<file path="config.mk">
export PLATFORM = sky130hd
export DESIGN_NAME = tmds_encoder_hdmi
export DESIGN_NICKNAME = d
export VERILOG_FILES = /design/src/rtl/tmds_encoder_hdmi.sv
export SDC_FILE = /design/constraint.sdc
export NUM_CORES = 1
export LEC_CHECK = 0
export CAP_MARGIN = 20
export CORE_MARGIN = 3
export CORE_UTILIZATION = 29
export CTS_CLUSTER_DIAMETER = 50
export DETAILED_ROUTE_END_ITERATION = 6
export SLEW_MARGIN = 20
export SYNTH_ARGS = -nofsm -noshare
export SYNTH_HDL_FRONTEND = slang
export SYNTH_SLANG_ARGS = --single-unit
</file>
<file path="constraint.sdc">
create_clock -name i_clk -period 6.15 [get_ports i_clk]
set_input_delay 1.23 -clock i_clk [delete_from_list [all_inputs] [get_ports i_clk]]
set_output_delay 1.23 -clock i_clk [all_outputs]
set_load 0.02 [all_outputs]
</file>
<file path="src/rtl/tmds_encoder_hdmi.sv">
`timescale 1ns/1ps
// -----------------------------------------------------------------------------
// tmds_encoder_hdmi
// Multi-lane TMDS encoder for HDMI 1.4. Each lane encodes one of five period
// types per cycle: control, video (8b/10b transition-minimised, DC balanced),
// video guard band, data-island guard band, or TERC4 data island. Every lane
// keeps its own running disparity, which is cleared on any non-video cycle.
// Two register stages: stage 1 holds q_m/mode/ctrl/terc4, stage 2 holds the
// output symbol and the disparity counter.
//
// Ports
//   i_clk     pixel clock
//   i_rst_n   asynchronous active-low reset
//   i_mode    period type: 0 ctrl, 1 video, 2 video guard, 3 DI guard,
//             4 TERC4, 5..7 ctrl
//   i_pixel   video byte per lane,      lane k at [8k+7:8k]
//   i_ctrl    {C1,C0} per lane,         lane k at [2k+1:2k]
//   i_terc4   TERC4 nibble per lane,    lane k at [4k+3:4k]
//   o_tmds    10-bit symbol per lane,   lane k at [10k+9:10k], bit 0 first
// -----------------------------------------------------------------------------
module tmds_encoder_hdmi #(
  parameter int NUM_CH = 3
) (
  input  logic                  i_clk,
  input  logic                  i_rst_n,
  input  logic [2:0]            i_mode,
  input  logic [8*NUM_CH-1:0]   i_pixel,
  input  logic [2*NUM_CH-1:0]   i_ctrl,
  input  logic [4*NUM_CH-1:0]   i_terc4,
  output logic [10*NUM_CH-1:0]  o_tmds
);

  typedef enum logic [2:0] {
    MODE_CTRL   = 3'd0,
    MODE_VIDEO  = 3'd1,
    MODE_VGUARD = 3'd2,
    MODE_DGUARD = 3'd3,
    MODE_TERC4  = 3'd4
  } mode_e;

  localparam logic [9:0] CTRL_00 = 10'b1101010100;
  localparam logic [9:0] GUARD_A = 10'b1011001100;
  localparam logic [9:0] GUARD_B = 10'b0100110011;

  function automatic logic [3:0] ones8(input logic [7:0] v);
    logic [3:0] n;
    n = '0;
    for (int i = 0; i < 8; i++) n = n + {3'b000, v[i]};
    return n;
  endfunction

  function automatic logic [9:0] ctrl_code(input logic [1:0] c);
    case (c)
      2'b00:   return 10'b1101010100;
      2'b01:   return 10'b0010101011;
      2'b10:   return 10'b0101010100;
      default: return 10'b1010101011;
    endcase
  endfunction

  function automatic logic [9:0] terc4_code(input logic [3:0] d);
    case (d)
      4'h0:    return 10'b1010011100;
      4'h1:    return 10'b1001100011;
      4'h2:    return 10'b1011100100;
      4'h3:    return 10'b1011100010;
      4'h4:    return 10'b0101110001;
      4'h5:    return 10'b0100011110;
      4'h6:    return 10'b0110001110;
      4'h7:    return 10'b0100111100;
      4'h8:    return 10'b1011001100;
      4'h9:    return 10'b0100111001;
      4'hA:    return 10'b0110011100;
      4'hB:    return 10'b1011000111;
      4'hC:    return 10'b1010001110;
      4'hD:    return 10'b1001110001;
      4'hE:    return 10'b0101100011;
      default: return 10'b1011000011;
    endcase
  endfunction

  // Period type is common to all lanes, so one stage-1 copy is shared.
  logic [2:0] mode_q;

  always_ff @(posedge i_clk or negedge i_rst_n) begin
    // NOTE: sequential state uses non-blocking assignments so every register
    // samples pre-edge values regardless of block ordering.
    if (!i_rst_n) mode_q <= MODE_CTRL;
    else          mode_q <= i_mode;
  end

  for (genvar k = 0; k < NUM_CH; k++) begin : g_lane
    // Guard-band codes depend on the lane's position within an RGB triplet.
    localparam int LANE_SEL = k % 3;

    logic [7:0]        pix;
    logic [3:0]        n1_d;
    logic              use_xnor;
    logic [8:0]        qm_d,    qm_q;
    logic [1:0]        ctrl_q;
    logic [3:0]        terc4_q;
    logic [3:0]        n1_q;
    logic signed [5:0] cnt_ext, diff, cnt_sum;
    logic [9:0]        tmds_d,  tmds_q;
    logic signed [4:0] cnt_d,   cnt_q;

    assign pix = i_pixel[8*k +: 8];

    // Stage 1: transition-minimising chain.
    always_comb begin
      // NOTE: every combinational output gets a default first, so no path
      // leaves a variable unassigned and no latch is inferred.
      n1_d     = ones8(pix);
      use_xnor = (n1_d > 4'd4) || ((n1_d == 4'd4) && !pix[0]);
      qm_d     = '0;
      qm_d[0]  = pix[0];
      for (int i = 1; i < 8; i++)
        qm_d[i] = use_xnor ? ~(qm_d[i-1] ^ pix[i]) : (qm_d[i-1] ^ pix[i]);
      qm_d[8]  = ~use_xnor;
    end

    always_ff @(posedge i_clk or negedge i_rst_n) begin
      if (!i_rst_n) begin
        qm_q    <= '0;
        ctrl_q  <= '0;
        terc4_q <= '0;
      end else begin
        qm_q    <= qm_d;
        ctrl_q  <= i_ctrl[2*k +: 2];
        terc4_q <= i_terc4[4*k +: 4];
      end
    end

    // Stage 2: symbol selection and DC balancing.
    always_comb begin
      tmds_d  = ctrl_code(ctrl_q);
      cnt_d   = '0;
      cnt_sum = '0;
      n1_q    = ones8(qm_q[7:0]);
      cnt_ext = {cnt_q[4], cnt_q};
      // n1 - n0 over the low byte equals 2*n1 - 8.
      diff    = $signed({1'b0, n1_q, 1'b0}) - 6'sd8;
      case (mode_q)
        MODE_VIDEO: begin
          if ((cnt_q == 5'sd0) || (n1_q == 4'd4)) begin
            tmds_d  = {~qm_q[8], qm_q[8], qm_q[8] ? qm_q[7:0] : ~qm_q[7:0]};
            cnt_sum = qm_q[8] ? (cnt_ext + diff) : (cnt_ext - diff);
          end else if ((!cnt_q[4] && (n1_q > 4'd4)) ||
                       ( cnt_q[4] && (n1_q < 4'd4))) begin
            // Running disparity and the word lean the same way: invert.
            tmds_d  = {1'b1, qm_q[8], ~qm_q[7:0]};
            cnt_sum = cnt_ext + $signed({4'b0000, qm_q[8], 1'b0}) - diff;
          end else begin
            tmds_d  = {1'b0, qm_q[8], qm_q[7:0]};
            cnt_sum = cnt_ext - $signed({4'b0000, ~qm_q[8], 1'b0}) + diff;
          end
          cnt_d = cnt_sum[4:0];
        end
        MODE_VGUARD: tmds_d = (LANE_SEL == 1) ? GUARD_B : GUARD_A;
        // Lane 0 carries HSYNC/VSYNC as TERC4 during the data-island guard.
        MODE_DGUARD: tmds_d = (LANE_SEL == 0) ? terc4_code(terc4_q) : GUARD_B;
        MODE_TERC4:  tmds_d = terc4_code(terc4_q);
        default:     tmds_d = ctrl_code(ctrl_q);
      endcase
    end

    always_ff @(posedge i_clk or negedge i_rst_n) begin
      if (!i_rst_n) begin
        tmds_q <= CTRL_00;
        cnt_q  <= '0;
      end else begin
        tmds_q <= tmds_d;
        cnt_q  <= cnt_d;
      end
    end

    assign o_tmds[10*k +: 10] = tmds_q;
  end

endmodule
</file>
==> results of run 1 <==
[worst max-delay path by stage]
stage	startpoint	end	cells past startpoint
detailed placement	i_pixel[0]	g_lane[0].qm_q[7]$_DFF_PN0_	13
CTS	g_lane[0].qm_q[0]$_DFF_PN0_	g_lane[0].tmds_q[9]$_DFF_PN1_	17
global placement	i_pixel[0]	g_lane[0].qm_q[7]$_DFF_PN0_	13
finish	g_lane[0].qm_q[0]$_DFF_PN0_	g_lane[0].tmds_q[9]$_DFF_PN1_	17
floorplan	g_lane[1].qm_q[0]$_DFF_PN0_	g_lane[1].cnt_q[4]$_DFF_PN0_	18
global route	g_lane[0].qm_q[0]$_DFF_PN0_	g_lane[0].tmds_q[9]$_DFF_PN1_	17
[registers in the layout (all words and copies together), names as in the netlist]
register        count
g_lane.cnt_q       12
g_lane.qm_q        27
g_lane.terc4_q     12
mode_q              3
g_lane.tmds_q      30
g_lane.ctrl_q       6
[kinds of logic after synthesis]
group	Yosys count
and+or+nand+nor	135
buffers and inverters	159
DFF	90
muxes	8
AOI/OAI and AO/OA	189
adders and majority gates	135
xor gates and xnor gates	90
[cells in the mapped netlist (all sizes together) (3+ instances only)]
library cell  instances  area share
inv                 132       0.065
dfrtp                75        0.25
a21o                 14       0.014
xnor2                70       0.081
fa                   39        0.10
a31oi                 9      0.0074
a211oi               11       0.011
o31ai                 4      0.0046
o22ai                 4      0.0033
dfstp                15       0.052
nand2b                5      0.0041
a32oi                 4      0.0046
xor2                 20       0.023
nor3                 13      0.0086
o41ai                 4      0.0071
nand2                43       0.021
nor4                  3      0.0025
o21ai                39       0.026
o221ai               20       0.023
nor3b                 3      0.0030
mux2i                 7       0.011
nor2                 57       0.028
o32ai                 3      0.0035
clkbuf               23       0.011
buf                   3      0.0021
a21oi                53       0.036
o211ai                7      0.0069
ha                   96        0.16
[stage by stage]
step | cell area (sq um) | setup slack, ns | util
after detailed placement | 8680 | 0.888 | 0.341
after floorplan | 7580 | 1.67 | -
after CTS | 9010 | 1.15 | 0.354
after global routing | 9010 | 0.775 | 0.354
after global placement | 8680 | 0.963 | 0.341
final | 9010 | 1.20 | 0.354
[cell type report]
cell class | instances | area [sq um] | area share
tap | 330 | 413 | 0.0458
inverter | 133 | 499 | 0.0554
clock inverter | 7 | 103 | 0.0114
multi-input combinational | 557 | 4710 | 0.523
clock buffer | 9 | 225 | 0.0250
timing repair buffer | 80 | 788 | 0.0875
sequential | 90 | 2270 | 0.252
[critical path, stage by stage (launching register included)]
cell and delay, ns:
dfrtp_1 0.42, fa_1 0.54, inv_1 0.05, fa_1 0.50, fa_1 0.41, inv_1 0.08
ha_1 0.17, inv_1 0.06, fa_1 0.37, xnor2_1 0.49, inv_1 0.09, ha_1 0.21
a211oi_1 0.17, a21o_1 0.27, nor2_1 0.09, a21oi_2 0.49, o31ai_1 0.12, a221oi_1 0.31
[layer usage]
metal | wire length, microns | track usage | vias to the layer above
met3 | 488 | 0.0189 | 10
met2 | 8180 | 0.207 | 84
met5 | 0 | 0 | -
li1 | - | - | 2819
met1 | 8480 | 0.176 | 2684
met4 | 143 | 0.0285 | 0
==> flow_summary.toml, run 1 <==
[run_status]
status = "finished clean"

[layout]
drive_above_1_share = 0.0537
fin_nets = 1053
mostFrequentLayoutCells = "inv_1 (132), ha_1 (96), dfrtp_1 (75), clkdlybuf4s50_1 (75), xnor2_1 (70)"
fillers = 2560
diodes = 0
mostFrequentLayoutCell = "inv_1"
area_growth_pct = 18.8
fin_cells = 1206

[critical_path]
crit_path_end_kind = "flip-flop"
startpoint_type = "flip-flop"
worst-setup-path-type = "flip-flop to flip-flop"
cp.required_ns = 6.39
rr_worst_depth = 17
crit_arrival_ns = 5.19
rr_startpoint = "g_lane[0].qm_q[0]$_DFF_PN0_"
rr_endpoint = "g_lane[0].tmds_q[9]$_DFF_PN1_"
crit_path_max_fanout = 9
r2r_slack_ns = 1.20

[timing]
relSlewSlack = 0.506
min_period_ns = 4.95
setup_violations = 0
hold_viol_final = 0
fin_skew_ns = 0.00964
timing.hold.ws_ns = 0.617
fmaxAchievable_ghz = 0.202
rsz0062_at_grt = "false"
tns_ns = 0
worstMarginPinSlew_ns = 0.740
fin_crit_sh = 0.804
drv_slew = 0

[yosys]
yosysWarnings = 0
synth_xor_area_frac = 0.104
syn-num-nets = 988
ys.flop_type = "dfrtp_1"
syn-instance-count = 806
synth_fa_ha_area_frac = 0.261
synth-edff-count = 0
ys_types = 57
synth_compound_area_frac = 0.166
async_reset_ff_frac = 1.00
synth_simple_gate_area_share = 0.0772
seq_area_frac_synth = 0.299
avgSynthCellArea_sq_um = 9.41
muxShareOfSynthArea = 0.0124
synthesis.area_sq_um = 7580
ys_seq_elements = 90
synth_top_family_by_area = "adder cells"

[drt]
drt_iter0_drc = 420
first_pass_iters = 4
antenna_left = 0
wire_per_inst_microns = 14.3
vias = 5597
drc_errors = 0
drt-vias-per-instance = 4.64
wl_microns = 17300

[worst_hold_path]
min-delay-start = "g_lane[0].qm_q[4]$_DFF_PN0_"
min_path_cells = 2
hold_end = "g_lane[0].tmds_q[4]$_DFF_PN1_"
hp-class = "flip-flop to flip-flop"

[clock_tree]
cts_tree = "built"
numCtsBuffers = 9
root_buffer = "clkbuf_16"
cts_buffer_depth = 2
cts-resized-gates = 0
clock-sinks = 90
postCtsHoldBufs = 0
h-tree-depth = 3
clkTransAtPathRegs_ns = 0.07
worstSkewPairLatency_ns = 0.35
postCtsSetupBuffers = 0

[run]
cap_violations = 0

[floorplan]
core_area_sq_um = 25500
die_w_microns = 168
rows = 58
start_util = 0.298
dieHeight_microns = 168
dieArea_sq_um = 28100
ios = 77

[global_routing]
gr-usage-all-layers = 0.126
grt_start_max_net_pins = 49
grt_overflow = 0
grt_pass1_wl_microns = 28800
grt_pass1_vias = 5592
antenna_found_initial = 0

[placement]
dp.cells = 1190
place.gp.congestion = 0.808
port_buffers = 76
place_hpwl_microns = 13600
Power of run 1 is left out: the tool's default activity adds up to more than one toggle a clock period on the data nets, which glitch-free logic cannot reach.
==> inputs of run 2 (changes only) <==
==> constraint.sdc (replaced) <==
create_clock -name i_clk -period 4.28 [get_ports i_clk]
set_input_delay 0.856 -clock i_clk [delete_from_list [all_inputs] [get_ports i_clk]]
set_output_delay 0.856 -clock i_clk [all_outputs]
set_load 0.02 [all_outputs]
==> run 2 against run 1 <==
The run now ends with negative setup slack left. Worst hold slack worse by 0.037 ns. Non-clock buffer count is 77 higher. Clock skew is 0.00057 ns lower. Register-to-register slack worse by 1.4 ns. Critical endpoint is now g_lane[0].cnt_q[4]$_DFF_PN0_. Critical path type unchanged. First-iteration DRC count is 27% lower. Critical path depth is 1 higher. Sequential cell count stayed put.
==> flow_summary.toml, run 2 (synthesis results as in run 1) <==
[run_status]
status = "finished, violations left"
violations = "negative setup slack"

[floorplan]
dieHeight_microns = 168
rows = 58
die_w_microns = 168
core_area_sq_um = 25500
ios = 77
dieArea_sq_um = 28100
start_util = 0.298

[timing]
setup_violations = 3
relSlewSlack = 0.312
fin_crit_sh = 1.03
drv_slew = 0
fmaxAchievable_ghz = 0.226
worstMarginPinSlew_ns = 1.03
hold_viol_final = 0
layout_setup_ws_ns = -0.149
timing.hold.ws_ns = 0.580
min_period_ns = 4.43
rsz0062_at_grt = "true"
fin_skew_ns = 0.00907

[placement]
place_hpwl_microns = 14500
preCtsSetupSlack_ns = -0.242
port_buffers = 76
placed_area_sq_um = 9310
place.gp.congestion = 0.863

[critical_path]
crit_arrival_ns = 4.66
worstSetupStartpoint = "g_lane[0].qm_q[0]$_DFF_PN0_"
max_stage_delay_ns = 0.62
crit_chain = "fa_1 -> inv_1 -> fa_1 -> fa_1 -> inv_1 -> ha_2 -> inv_2 -> fa_2 -> ha_4 -> nor2_4 -> a21oi_2 -> ha_1 -> a21o_1 -> a21oi_2 -> xnor2_1 -> and2_1 -> o31ai_1 -> o41ai_1"
crit_path_end_kind = "flip-flop"
cp_common_cell = "fa_1"
rr_startpoint = "g_lane[0].qm_q[0]$_DFF_PN0_"
cp.required_ns = 4.51
startpoint_type = "flip-flop"
crit_path_max_fanout = 4
worst-setup-path-type = "flip-flop to flip-flop"
cp_slowest_cell = "fa_2"

[global_routing]
grt_pass1_wl_microns = 30500
grt_overflow = 0
grt_start_max_net_pins = 62
antenna_found_initial = 0
gr-usage-all-layers = 0.132
grt_pass1_vias = 6007

[drt]
drt_iter0_drc = 306
drc_errors = 0
vias = 6064
antenna_left = 0
wire_per_inst_microns = 14.7
drt-vias-per-instance = 4.72
wl_microns = 18800
first_pass_iters = 6

[layout]
diodes = 0
largest_registers = "g_lane.tmds_q: 30 flops, g_lane.qm_q: 27 flops"
mostFrequentLayoutCell = "inv_1"
mostFrequentLayoutCells = "inv_1 (119), ha_1 (80), dfrtp_1 (75), clkdlybuf4s50_1 (75), buf_4 (69)"
drive_above_1_share = 0.245
area_growth_pct = 37.0
largest_register = "g_lane.tmds_q"
largest_register_ffs = 30
fin_nets = 1131
finish.instance_area_sq_um = 10400

[clock_tree]
numCtsBuffers = 9
root_buffer = "clkbuf_16"
cts_buffer_depth = 2
clock-sinks = 90
worstSkewPairLatency_ns = 0.35
cts_tree = "built"
clkTransAtPathRegs_ns = 0.07
h-tree-depth = 3
postCtsHoldBufs = 0

[run]
cap_violations = 0

[worst_hold_path]
hp-class = "input port to async pin"
==> run 2: changes by cell type in the layout (fill, tap and decap cells not counted), sizes merged <==
cell	delta
buf	+77
bufinv	-2
clkinv	-3
clkinvlp	+1
inv	+4
mux2	+1
==> run 2: cell type report <==
cell class | count | area (sq um)
inverter | 133 | 507
multi-input combinational | 558 | 5490
clock buffer | 9 | 225
tap | 330 | 413
fill | 2395 | 15100
timing repair buffer | 157 | 1420
sequential | 90 | 2270
clock inverter | 7 | 58.8
==> run 2: worst paths after layout <==
path	endpoint	slack [ns]	cells after the start
setup / recovery	g_lane[0].cnt_q[4]$_DFF_PN0_	-0.15	18
max in group asynchronous	g_lane[1].qm_q[2]$_DFF_PN0_	2.80	2
hold / removal	g_lane[2].terc4_q[1]$_DFF_PN0_	0.58	1
min in group i_clk	g_lane[0].tmds_q[4]$_DFF_PN1_	0.59	2
setup reg to reg	g_lane[0].cnt_q[4]$_DFF_PN0_	-0.15	18
hold reg to reg	g_lane[0].tmds_q[4]$_DFF_PN1_	0.59	2
==> run 2: per-stage QoR <==
stage	setup TNS [ns]	util	cells
floorplan	-0.167	-	806
global placement	-2.66	0.366	1256
detailed placement	-4.98	0.366	1256
CTS	-0.474	0.386	1281
global route	-3.45	0.408	1284
finish	-0.443	0.408	1284
==> run 2: critical path, delay by kind of cell (launching register included) <==
family / cells / cell delay, ns
fa+ha+maj: 7 / 2.78
flops: 1 / 0.40
xor+xnor: 1 / 0.08
compound gates: 5 / 0.62
buf+inv: 3 / 0.16
simple gates: 2 / 0.27
==> run 2: what timing repair did <==
item,4_1_cts,5_1_grt
pin swaps,21,37
resized for setup,39,91
cloned,0,1
endpoints found under the setup margin,34,42
endpoints found under the hold margin,0,0
buffers inserted,10,5
==> run 2: metal layers <==
layer	global-route usage	share of wire	up-vias
met4	0.0349	0.013	0
met1	0.179	0.47	2959
li1	-	-	2994
met5	0	0	-
met2	0.220	0.49	98
met3	0.0217	0.032	13
Power of run 2 is left out for the same reason.
==> inputs of run 3 (changes only) <==
--- a/config.mk
+++ b/config.mk
@@ -6,10 +6,13 @@
 export NUM_CORES = 1
 export LEC_CHECK = 0
 export CAP_MARGIN = 20
+export CELL_PAD_IN_SITES_DETAIL_PLACEMENT = 2
+export CELL_PAD_IN_SITES_GLOBAL_PLACEMENT = 2
 export CORE_MARGIN = 3
 export CORE_UTILIZATION = 29
 export CTS_CLUSTER_DIAMETER = 50
 export DETAILED_ROUTE_END_ITERATION = 6
+export PLACE_DENSITY_LB_ADDON = 0.1
 export SLEW_MARGIN = 20
 export SYNTH_ARGS = -nofsm -noshare
 export SYNTH_HDL_FRONTEND = slang
==> run 3 against run 2 <==
The flow still finishes with violations (negative setup slack). Via count increased by 4.4%. Routed wire length increased by 30%. Cell count increased by 1.2%. Design area increased by 3.3%. Core utilization increased by 1.4 points. Clock-buffer cell count increased by 3. Critical endpoint is now g_lane[2].cnt_q[4]$_DFF_PN0_.
==> flow_summary.toml, run 3 (synthesis results as in run 1) <==
[placement]
port_buffers = 76
place.gp.congestion = 0.814
place_hpwl_microns = 18200
preCtsSetupSlack_ns = -0.534

[layout]
diodes = 0
register_area_sq_um = 2270
drive_above_1_share = 0.289
multi_input_area_sq_um = 5660
largest_register_ffs = 30
area_growth_pct = 41.6
fin_nets = 1146
mostFrequentLayoutCells = "inv_1 (107), buf_4 (82), dfrtp_1 (75)"
largest_register = "g_lane.tmds_q"
mostFrequentLayoutCell = "inv_1"
fillers = 2660
largest_registers = "g_lane.tmds_q: 30 flops, g_lane.qm_q: 27 flops"

[drt]
wire_per_inst_microns = 18.9
wl_microns = 24600
drc_errors = 0
drt_iter0_drc = 218
first_pass_iters = 4
vias = 6329
antenna_left = 0
drt-vias-per-instance = 4.87

[global_routing]
grt_start_max_net_pins = 72
grt_pass1_wl_microns = 39600
grt_overflow = 0
antenna_found_initial = 0
gr-usage-all-layers = 0.175
grt_pass1_vias = 7232

[floorplan]
die_w_microns = 168
ios = 77
dieHeight_microns = 168
start_util = 0.298
rows = 58
core_area_sq_um = 25500
dieArea_sq_um = 28100

[timing]
setup_violations = 19
fin_skew_ns = 0.00437
worstMarginPinSlew_ns = 0.990
fmaxAchievable_ghz = 0.219
hold_viol_final = 0
relSlewSlack = 0.338
drv_slew = 0
fin_crit_sh = 1.06
rsz0062_at_grt = "true"
min_period_ns = 4.56
layout_setup_ws_ns = -0.277

[clock_tree]
clkTransAtPathRegs_ns = 0.07
clock-sinks = 90
cts_buffer_depth = 2
worstSkewPairLatency_ns = 0.35
h-tree-depth = 3
cts_tree = "built"
root_buffer = "clkbuf_16"
numCtsBuffers = 9
postCtsHoldBufs = 0

[critical_path]
cp.required_ns = 4.54
cp_common_cell = "inv_2"
startpoint_type = "flip-flop"
rr_startpoint = "g_lane[2].qm_q[0]$_DFF_PN0_"
crit_chain = "fa_1 -> inv_2 -> fa_1 -> fa_1 -> inv_2 -> ha_4 -> inv_2 -> fa_2 -> ha_4 -> inv_2 -> mux2i_2 -> ha_1 -> a21o_1 -> a21oi_2 -> xnor2_1 -> nand2_1 -> a31o_2 -> a21oi_2"
crit_path_max_fanout = 3
crit_path_end_kind = "flip-flop"
max_stage_delay_ns = 0.56
cp_num_buf_inv = 4
worstSetupStartpoint = "g_lane[2].qm_q[0]$_DFF_PN0_"
r2r_slack_ns = -0.28
critPathCapture = "g_lane[2].cnt_q[4]$_DFF_PN0_"
rr_endpoint = "g_lane[2].cnt_q[4]$_DFF_PN0_"
cp_slowest_cell = "fa_1"
worst-setup-path-type = "flip-flop to flip-flop"
critical_path.top_delay_family = "adder cells"
rr_worst_depth = 18
crit_arrival_ns = 4.82
cp.depth = 18

[run_status]
violations = "negative setup slack"
status = "finished, violations left"

[run]
cap_violations = 0

[worst_hold_path]
hp-class = "flip-flop to flip-flop"
run 3: per-layer routing:
layer | part of all wire | GRT usage | up-vias
met2 | 0.54 | 0.325 | 70
met3 | 0.019 | 0.0224 | 13
li1 | - | - | 3010
met4 | 0.0097 | 0.0302 | 0
met5 | 0 | 0 | -
met1 | 0.43 | 0.218 | 3236
run 3: worst min path at each step:
stage	from	to	slack [ns]	cells past startpoint
floorplan	g_lane[1].qm_q[4]$_DFF_PN0_	g_lane[1].tmds_q[4]$_DFF_PN1_	0.51	2
global placement	g_lane[0].qm_q[4]$_DFF_PN0_	g_lane[0].tmds_q[4]$_DFF_PN1_	0.55	2
detailed placement	g_lane[0].qm_q[4]$_DFF_PN0_	g_lane[0].tmds_q[4]$_DFF_PN1_	0.56	2
CTS	g_lane[0].qm_q[4]$_DFF_PN0_	g_lane[0].tmds_q[4]$_DFF_PN1_	0.56	2
global route	g_lane[2].qm_q[6]$_DFF_PN0_	g_lane[2].tmds_q[6]$_DFF_PN1_	0.63	2
finish	g_lane[0].qm_q[4]$_DFF_PN0_	g_lane[0].tmds_q[4]$_DFF_PN1_	0.58	2
run 3: repair_timing:
action	4_1_cts	5_1_grt
cloned	1	0
pin swaps	47	44
buffers inserted	15	10
gates resized for setup	103	72
setup endpoints to repair	46	49
run 3: stage by stage:
stage	hold WS, ns	instances	TNS (ns)	utilization	cell area (sq um)
floorplan	0.511	806	-0.167	-	7700
global placement	0.553	1262	-3.71	0.368	9380
detailed placement	0.565	1262	-11.42	0.368	9380
CTS	0.556	1293	-1.85	0.406	10400
global route	0.629	1299	-7.51	0.422	10700
finish	0.577	1299	-1.49	0.422	10700
run 3: area by class of cell:
cell class | count | area share
multi-input cells | 558 | 0.527
flip-flops and latches | 90 | 0.211
repair buffers | 172 | 0.148
inverters | 133 | 0.0472
well taps | 330 | 0.0385
clock buffers | 12 | 0.0239
clock inverters | 4 | 0.00466
run 3: tightest hold or removal path, cell delays in order (launching register included):
cell,delay (ns)
dfrtp_1,0.39
xnor2_2,0.12
o21ai_1,0.06
Power of run 3 is left out for the same reason.
